## config.mk

```make
export PLATFORM = sky130hd
export DESIGN_NAME = iob_reg_arb
export DESIGN_NICKNAME = d
export VERILOG_FILES = /design/src/rtl/iob_reg_arb_pkg.sv /design/src/rtl/iob_reg_ca.sv /design/src/rtl/iob_reg_arb.sv
export SDC_FILE = /design/constraint.sdc
export NUM_CORES = 1
export LEC_CHECK = 0
export CORE_MARGIN = 1
export CORE_UTILIZATION = 38
export CTS_BUF_LIST = sky130_fd_sc_hd__clkbuf_8 sky130_fd_sc_hd__clkbuf_16
export DETAILED_ROUTE_END_ITERATION = 8
export PLACE_DENSITY_LB_ADDON = 0.05
export SLEW_MARGIN = 15
export SYNTH_ARGS = -nofsm -noshare
export SYNTH_HDL_FRONTEND = slang
export SYNTH_SLANG_ARGS = --single-unit
export TNS_END_PERCENT = 1
```

## constraint.sdc

```tcl
create_clock -name clk_i -period 5.35 [get_ports clk_i]
set_input_delay 1.3375 -clock clk_i [delete_from_list [all_inputs] [get_ports clk_i]]
set_output_delay 1.3375 -clock clk_i [all_outputs]
set_load 0.03 [all_outputs]
```

## src/rtl/iob_reg_arb_pkg.sv

```systemverilog
// Shared configuration for the iob_reg_arb register arbiter slice.
// Holds the default parameter values and the FSM state encoding.
// No logic; imported by the arbiter top.
package iob_reg_arb_pkg;

    localparam int          IOB_REG_ARB_N_REQ   = 4;
    localparam int          IOB_REG_ARB_DATA_W  = 32;
    localparam logic [31:0] IOB_REG_ARB_RST_VAL = 32'h0;

    typedef enum logic {
        IOB_REG_ARB_IDLE   = 1'b0,
        IOB_REG_ARB_COMMIT = 1'b1
    } iob_reg_arb_state_t;

endpackage

```

## src/rtl/iob_reg_ca.sv

```systemverilog
// Clock-enabled register with asynchronous active-high reset.
// Latency: 1 cycle from data_i to data_o when cke_i is high.
// Backpressure: none; holds its value while cke_i is low.
// Ports: clk_i, arst_i, cke_i, data_i[DATA_W], data_o[DATA_W].
module iob_reg_ca #(
    parameter int               DATA_W  = 32,
    parameter logic [DATA_W-1:0] RST_VAL = '0
) (
    input  logic              clk_i,
    input  logic              arst_i,
    input  logic              cke_i,
    input  logic [DATA_W-1:0] data_i,
    output logic [DATA_W-1:0] data_o
);

    always_ff @(posedge clk_i or posedge arst_i) begin
        if (arst_i) begin
            data_o <= RST_VAL;
        end else if (cke_i) begin
            data_o <= data_i;
        end
    end

endmodule

```

## src/rtl/iob_reg_arb.sv

```systemverilog
// Round-robin arbiter that lets N_REQ requesters take turns writing one shared config register.
// Latency: grant on the cycle after valid is seen in IDLE, ready that cycle, data_o/upd_o one cycle later.
// Backpressure: requesters hold valid/data until their one-cycle req_ready_o; cke_i low freezes everything.
// Ports: clk_i, arst_i, cke_i, req_valid_i[N_REQ], req_data_i[N_REQ*DATA_W], req_ready_o[N_REQ],
//        data_o[DATA_W], upd_o, grant_id_o[ID_W], busy_o; lock_i[N_REQ] when IOB_REG_ARB_LOCK_EN is defined.
// Optional macro IOB_REG_ARB_LOCK_EN: a granted requester can hold lock_i to keep the register to itself.
module iob_reg_arb #(
    parameter int                N_REQ   = iob_reg_arb_pkg::IOB_REG_ARB_N_REQ,
    parameter int                DATA_W  = iob_reg_arb_pkg::IOB_REG_ARB_DATA_W,
    parameter logic [DATA_W-1:0] RST_VAL = DATA_W'(iob_reg_arb_pkg::IOB_REG_ARB_RST_VAL),
    localparam int               ID_W    = $clog2(N_REQ)
) (
    input  logic                    clk_i,
    input  logic                    arst_i,
    input  logic                    cke_i,
    input  logic [N_REQ-1:0]        req_valid_i,
    input  logic [N_REQ*DATA_W-1:0] req_data_i,
`ifdef IOB_REG_ARB_LOCK_EN
    input  logic [N_REQ-1:0]        lock_i,
`endif
    output logic [N_REQ-1:0]        req_ready_o,
    output logic [DATA_W-1:0]       data_o,
    output logic                    upd_o,
    output logic [ID_W-1:0]         grant_id_o,
    output logic                    busy_o
);

    import iob_reg_arb_pkg::*;

    iob_reg_arb_state_t state_q, state_d;
    logic [ID_W-1:0]    grant_q, grant_d;
    logic [ID_W-1:0]    ptr_q, ptr_d;
    logic               upd_q, upd_d;
    logic               commit;
    logic               locked;
`ifdef IOB_REG_ARB_LOCK_EN
    logic               lock_q, lock_d;
`endif

    // First valid index at or above start, wrapping modulo N_REQ.
    function automatic logic [ID_W-1:0] rr_pick(input logic [N_REQ-1:0] vld,
                                                input logic [ID_W-1:0]  start);
        logic [ID_W-1:0] res;
        logic [ID_W-1:0] idx;
        logic            found;
        res   = start;
        found = 1'b0;
        for (int i = 0; i < N_REQ; i++) begin
            idx = ID_W'((int'(start) + i) % N_REQ);
            if (!found && vld[idx]) begin
                res   = idx;
                found = 1'b1;
            end
        end
        return res;
    endfunction

    always_comb begin
        state_d     = state_q;
        grant_d     = grant_q;
        ptr_d       = ptr_q;
        upd_d       = 1'b0;
        commit      = 1'b0;
        req_ready_o = '0;
        locked      = 1'b0;
`ifdef IOB_REG_ARB_LOCK_EN
        lock_d      = lock_q;
`endif
        case (state_q)
            IOB_REG_ARB_IDLE: begin
`ifdef IOB_REG_ARB_LOCK_EN
                // A locked owner that has let go of both valid and lock releases the
                // register in this same cycle, so the others can be searched right away.
                if (lock_q && !req_valid_i[grant_q] && !lock_i[grant_q]) begin
                    lock_d = 1'b0;
                end
                locked = lock_d;
`endif
                if (locked) begin
                    if (req_valid_i[grant_q]) begin
                        state_d = IOB_REG_ARB_COMMIT;
                    end
                end else if (|req_valid_i) begin
                    grant_d = rr_pick(req_valid_i, ptr_q);
                    state_d = IOB_REG_ARB_COMMIT;
                end
            end
            IOB_REG_ARB_COMMIT: begin
                state_d = IOB_REG_ARB_IDLE;
                // A requester that dropped valid since the grant gets nothing and
                // keeps its place at the head of the next search.
                if (req_valid_i[grant_q]) begin
                    commit               = cke_i;
                    req_ready_o[grant_q] = cke_i;
                    upd_d                = 1'b1;
                    ptr_d                = (grant_q == ID_W'(N_REQ - 1)) ? '0 : grant_q + 1'b1;
`ifdef IOB_REG_ARB_LOCK_EN
                    if (lock_q) begin
                        ptr_d = ptr_q;
                    end
                    lock_d = lock_i[grant_q];
`endif
                end
            end
        endcase
    end

    always_ff @(posedge clk_i or posedge arst_i) begin
        if (arst_i) begin
            state_q <= IOB_REG_ARB_IDLE;
            grant_q <= '0;
            ptr_q   <= '0;
            upd_q   <= 1'b0;
`ifdef IOB_REG_ARB_LOCK_EN
            lock_q  <= 1'b0;
`endif
        end else if (cke_i) begin
            state_q <= state_d;
            grant_q <= grant_d;
            ptr_q   <= ptr_d;
            upd_q   <= upd_d;
`ifdef IOB_REG_ARB_LOCK_EN
            lock_q  <= lock_d;
`endif
        end
    end

    iob_reg_ca #(
        .DATA_W  (DATA_W),
        .RST_VAL (RST_VAL)
    ) u_shared_reg (
        .clk_i  (clk_i),
        .arst_i (arst_i),
        .cke_i  (commit),
        .data_i (req_data_i[grant_q*DATA_W +: DATA_W]),
        .data_o (data_o)
    );

    assign upd_o      = upd_q;
    assign grant_id_o = grant_q;
    assign busy_o     = (state_q != IOB_REG_ARB_IDLE);

endmodule
```

-- After elaboration in Yosys (flattened, before gate mapping)
Cells that the tools add are included.
- reductions and logical operators: 10
- bitwise operators: 2
- shift operators: 1
- equal/unequal tests: 1
- mux-type cells: 33
- magnitude comparators: 6
- add/subtract/negate cells: 4
- operator list (operator ; number):
    variable part select 128 x 8 -> 32 bit ; 1
    two-way mux 1 bit ; 20
    less-than comparator 2 x 3 -> 1 bit (second input constant) ; 5
    binary-select mux 1 bit (select 2 bit) ; 5
    two-way mux 2 bit ; 4
    two-way mux 4 bit ; 2
    AND reduction 3 bit ; 2
    adder 2 x 1 -> 2 bit (second input constant) ; 2
    adder 2 bit (second input constant) ; 2
    bitwise AND 4 bit ; 1
    logical AND 1 bit ; 4
    OR reduction 4 bit ; 1
    zero test 1 bit ; 3
    demux 1 bit (select 2 bit) ; 1
    == test 2 bit (second input constant) ; 1
    >= comparator 2 x 1 -> 1 bit (second input constant) ; 1
    case mux 1 bit (2 select lines) ; 1
    inverter 1 bit ; 1
- output and inout port bits: 40
- register bits: 38
- word-level logic and storage cells: 62

-- Depth between registers and ports, before layout
- depth after elaboration: 18
- depth in mapped cells: 7
- mapped depth without buffers: 4

-- Cells and area by module
A second synthesis with hierarchy kept.
- cell total of the unflattened synthesis: 158
- area total of the unflattened synthesis: 2570.0 um^2
- by module, submodules not included (module ; sequential area each (um^2) ; area each (um^2) ; instances ; cells an instance):
    iob_reg_ca ; 800.8 ; 1348.8 ; 1 ; 69
    iob_reg_arb ; 150.1 ; 1221.2 ; 1 ; 89

-- Worst setup path before layout
No wires, ideal clock.
- path type: in2out
- start: in cke_i
- end: out req_ready_o[0]
- arrival: 2.436 ns
- path buffers: 2
- cell stages on the path: 5
- setup slack: 1.576 ns
- path through: inv_1 -> o41ai_2 -> buf_6 -> buf_6 -> and2_1
- cells in the longest elaborated chain, start to end: 3
- RTL lines (item ; RTL line ; source):
    from (decl) ; iob_reg_arb.sv:15 ; input logic cke_i,
    bitwise AND 4 bit (no line) ; -- ;
    two-way mux 4 bit ; iob_reg_arb.sv:92 ; if (req_valid_i[grant_q]) begin
    two-way mux 4 bit ; iob_reg_arb.sv:69 ; case (state_q)
    to (decl) ; iob_reg_arb.sv:21 ; output logic [N_REQ-1:0] req_ready_o,
Every way passes these cells.

-- Worst setup path in the final report
- start: in req_valid_i[1]
- end: out req_ready_o[0]
- cells in the longest elaborated chain, start to end: 4
- RTL lines (item ; RTL line ; source):
    from (decl) ; iob_reg_arb.sv:16 ; input logic [N_REQ-1:0] req_valid_i,
    binary-select mux 1 bit (select 2 bit) ; iob_reg_arb.sv:92 ;
    two-way mux 1 bit (not written as such) ; iob_reg_arb.sv:92 ;
    two-way mux 4 bit ; iob_reg_arb.sv:92 ;
    two-way mux 4 bit ; iob_reg_arb.sv:69 ;
Every way passes these cells. The select of a mux whose other input is x is not followed.

==> results.cfg <==
[floorplanning]
dieWidth_um = 81.7
core_area_um2 = 6030
dieArea_um2 = 6680
num_rows = 28
start_util_pct = 40.1
top_level_ports = 175
die_h_um = 81.7

[clock_network]
clk_path_buf_depth = 2
root_buffer = clkbuf_8
clock_latency_ns = 0.29
post_cts_resized = 0
clk_pin_slew_ns = 0.07
cts_hold_buf = 0
cts_buffers = 5
htree_levels = 2
cts_sinks = 38
cts_tree = yes
post_cts_buffers = 0

[timing]
rsz0062_at_grt = false
worst_hold_slack_ns = 0.495
maxSlewHeadroom_pct = 40.3
slew_viol_final = 0
hold_viol = 0
worst_slew_pin_slew_ns = 0.896
period_needed_ns = 4.77
setup-violations-final = 0
finalCritPeriodShare_pct = 89.1
fin_ws_ns = 0.583
tns_ns = 0
max_freq_mhz = 210
finClkSkew_ns = 0.00335

[worst_setup_path]
critPathMaxStageDelay_ns = 0.67
worstPathCellList = clkdlybuf4s50_1 > mux2i_1 > o41ai_4 > and2_1 > clkdlybuf4s50_1
timing_worst_setup_path_type = input port to output port
cpMostUsedCell = clkdlybuf4s50_1
required_ns = 4.01
end_kind = output port
cp-start-kind = input port
crit_slowest_cell = clkdlybuf4s50_1
path_max_fanout = 7
cp_data_arrival_time_ns = 3.43

[placement]
dp_hpwl_mm = 4.92
dp_slack_ns = 0.554
gp_congestion = 0.784
port_buffers = 174
placedCellCount = 392

[worst_hold_path]
min_path_type = flip-flop to flip-flop

[finish]
final_core_util_pct = 71.6
antenna-diode-count = 0
n_fill_cell = 454
area_growth_pct = 78.5
seq_area_um2 = 953
fin_cells = 400
fin_nets = 463
drive_gt1_share_pct = 25.2
multi_input_area_um2 = 1380

[pwr]
leakagePower_nw = 1.67
power_density_nw_per_um2 = 471
max-vdd-ir-drop_mv = 0.284

[logic_synthesis]
synth.area.top_cells = dfrtp_1, mux4_2, mux2_2
netlist.area_leader.share_pct = 39.4
syn_area_um2 = 2410
yosys_warnings = 0
synth-seq-area-share_pct = 39.4
ys_seq_elements = 38
syn_area_per_cell_um2 = 15.8
syn_nets = 292
syn-instance-count = 153
synth_cell_types = 25
synth_area_leader_cell = dfrtp_1

[routing]
postRouteAntennaNets = 0
first_pass_iters = 4
via_per_inst = 5.20
wl_mm = 6.27
vias = 2080
dr.first_iter.drc_count = 43
wl_per_cell_um = 15.7
drc_errors = 0

[global_route]
antenna_found_initial = 0
grt_usage_pct = 19.8
grt_max_degree = 40
grt_pass1_vias = 2251
grt_first_pass_wirelength_mm = 9.95
grt_overflow = 0

[outcome]
status = completed

[job]
maxCapViolCount = 0
[worst max-delay path, delay by kind of cell]
kind,cells,cell delay [ns]
buffers and inverters,2,1.23
multiplexers,1,0.16
AO/OA/AOI/OAI,1,0.50
AND/OR/NAND/NOR,1,0.20
[synthesized netlist by cell type]
master / instances
a21o_1: 1
a21oi_1: 3
and2_1: 4
buf_1: 1
buf_2: 5
buf_4: 1
buf_6: 3
clkbuf_1: 2
dfrtp_1: 38
ha_1: 4
inv_1: 6
mux2_2: 30
mux2_4: 6
mux2i_1: 1
mux4_2: 32
nand2b_1: 2
nand4_1: 1
nor2_1: 3
nor2b_1: 3
nor3_1: 1
o21ai_0: 2
o2bb2ai_1: 1
o32a_1: 1
o41ai_1: 1
o41ai_2: 1
[logic make-up after synthesis]
kind of cell | count (synthesis) | synth area share [%]
muxes | 69 | 48.0
buffers and inverters | 18 | 4.14
DFF | 38 | 39.4
AOI/OAI and AO/OA | 10 | 3.16
adders and majority gates | 4 | 2.07
and+or+nand+nor | 14 | 3.26
[stage by stage]
stage          cell area, um2  total power, W
3_5_place_dp             4200         0.00183
3_3_place_gp             4200         0.00181
4_1_cts                  4310         0.00206
6_report                 4310         0.00203
2_1_floorplan            2410         0.00136
5_1_grt                  4310         0.00216
[cells in the final DEF (no fill, tap or decap), types with 2 or more instances in the layout]
master           Yosys  final
o21ai_0              2      2
clkdlybuf4s50_1      0    174
mux4_2              32     32
ha_1                 4      4
mux2_2              30     30
buf_4                1      2
dfrtp_2              0      2
and2_1               4      4
nor2_1               3      3
nand2b_1             2      2
dfrtp_1             38     36
a21oi_1              3      3
inv_1                6      5
mux2_4               6      6
nor2b_1              3      3
clkbuf_8             0      8
[power by group]
group | leakage (nW) | internal [W] | switching (W)
Combinational | 1.16 | 0.000691 | 0.000512
Sequential | 0.451 | 0.000431 | 0.000172
Clock | 0.0575 | 0.000130 | 0.0000977
Total | 1.67 | 0.00125 | 0.000781
[per-layer routing]
layer | share of wire, % | global-route usage (%) | vias up
li1 | - | - | 942
met1 | 37 | 21.3 | 1030
met2 | 52 | 36.7 | 100
met3 | 9.7 | 7.22 | 8
met4 | 1.4 | 4.74 | 0
met5 | 0 | 0 | -
[path summary, 6_finish.rpt]
| kind | endpoint | cells past startpoint | slack, ns | from |
|---|---|---|---|---|
| setup / recovery | req_ready_o[0] | 5 | 0.58 | req_valid_i[1] |
| hold / removal | upd_o$_DFFE_PP0P_ | 1 | 0.50 | upd_o$_DFFE_PP0P_ |
| setup reg to reg | u_shared_reg.data_o[24]$_DFFE_PP0P_ | 4 | 2.68 | grant_id_o[0]$_DFFE_PP0P_ |
| hold reg to reg | upd_o$_DFFE_PP0P_ | 1 | 0.50 | upd_o$_DFFE_PP0P_ |
| max in group asynchronous | grant_id_o[1]$_DFFE_PP0P_ | 2 | 3.29 | arst_i |
| min in group asynchronous | u_shared_reg.data_o[2]$_DFFE_PP0P_ | 2 | 1.51 | arst_i |
[sequential cells by signal, summed over array words and instances (netlist names)]
register,flops
u_shared_reg.data_o,32
busy_o,1
grant_id_o,2
ptr_q,2
upd_o,1
[layout make-up]
cell class / instances / area share, %
Tap cell: 75 / 2.18
Multi-Input combinational cell: 97 / 31.9
Sequential cell: 38 / 22.1
Clock buffer: 8 / 2.55
Timing Repair Buffer: 176 / 40.7
Inverter: 6 / 0.522
No activity file was read; power rests on OpenSTA's default activity.
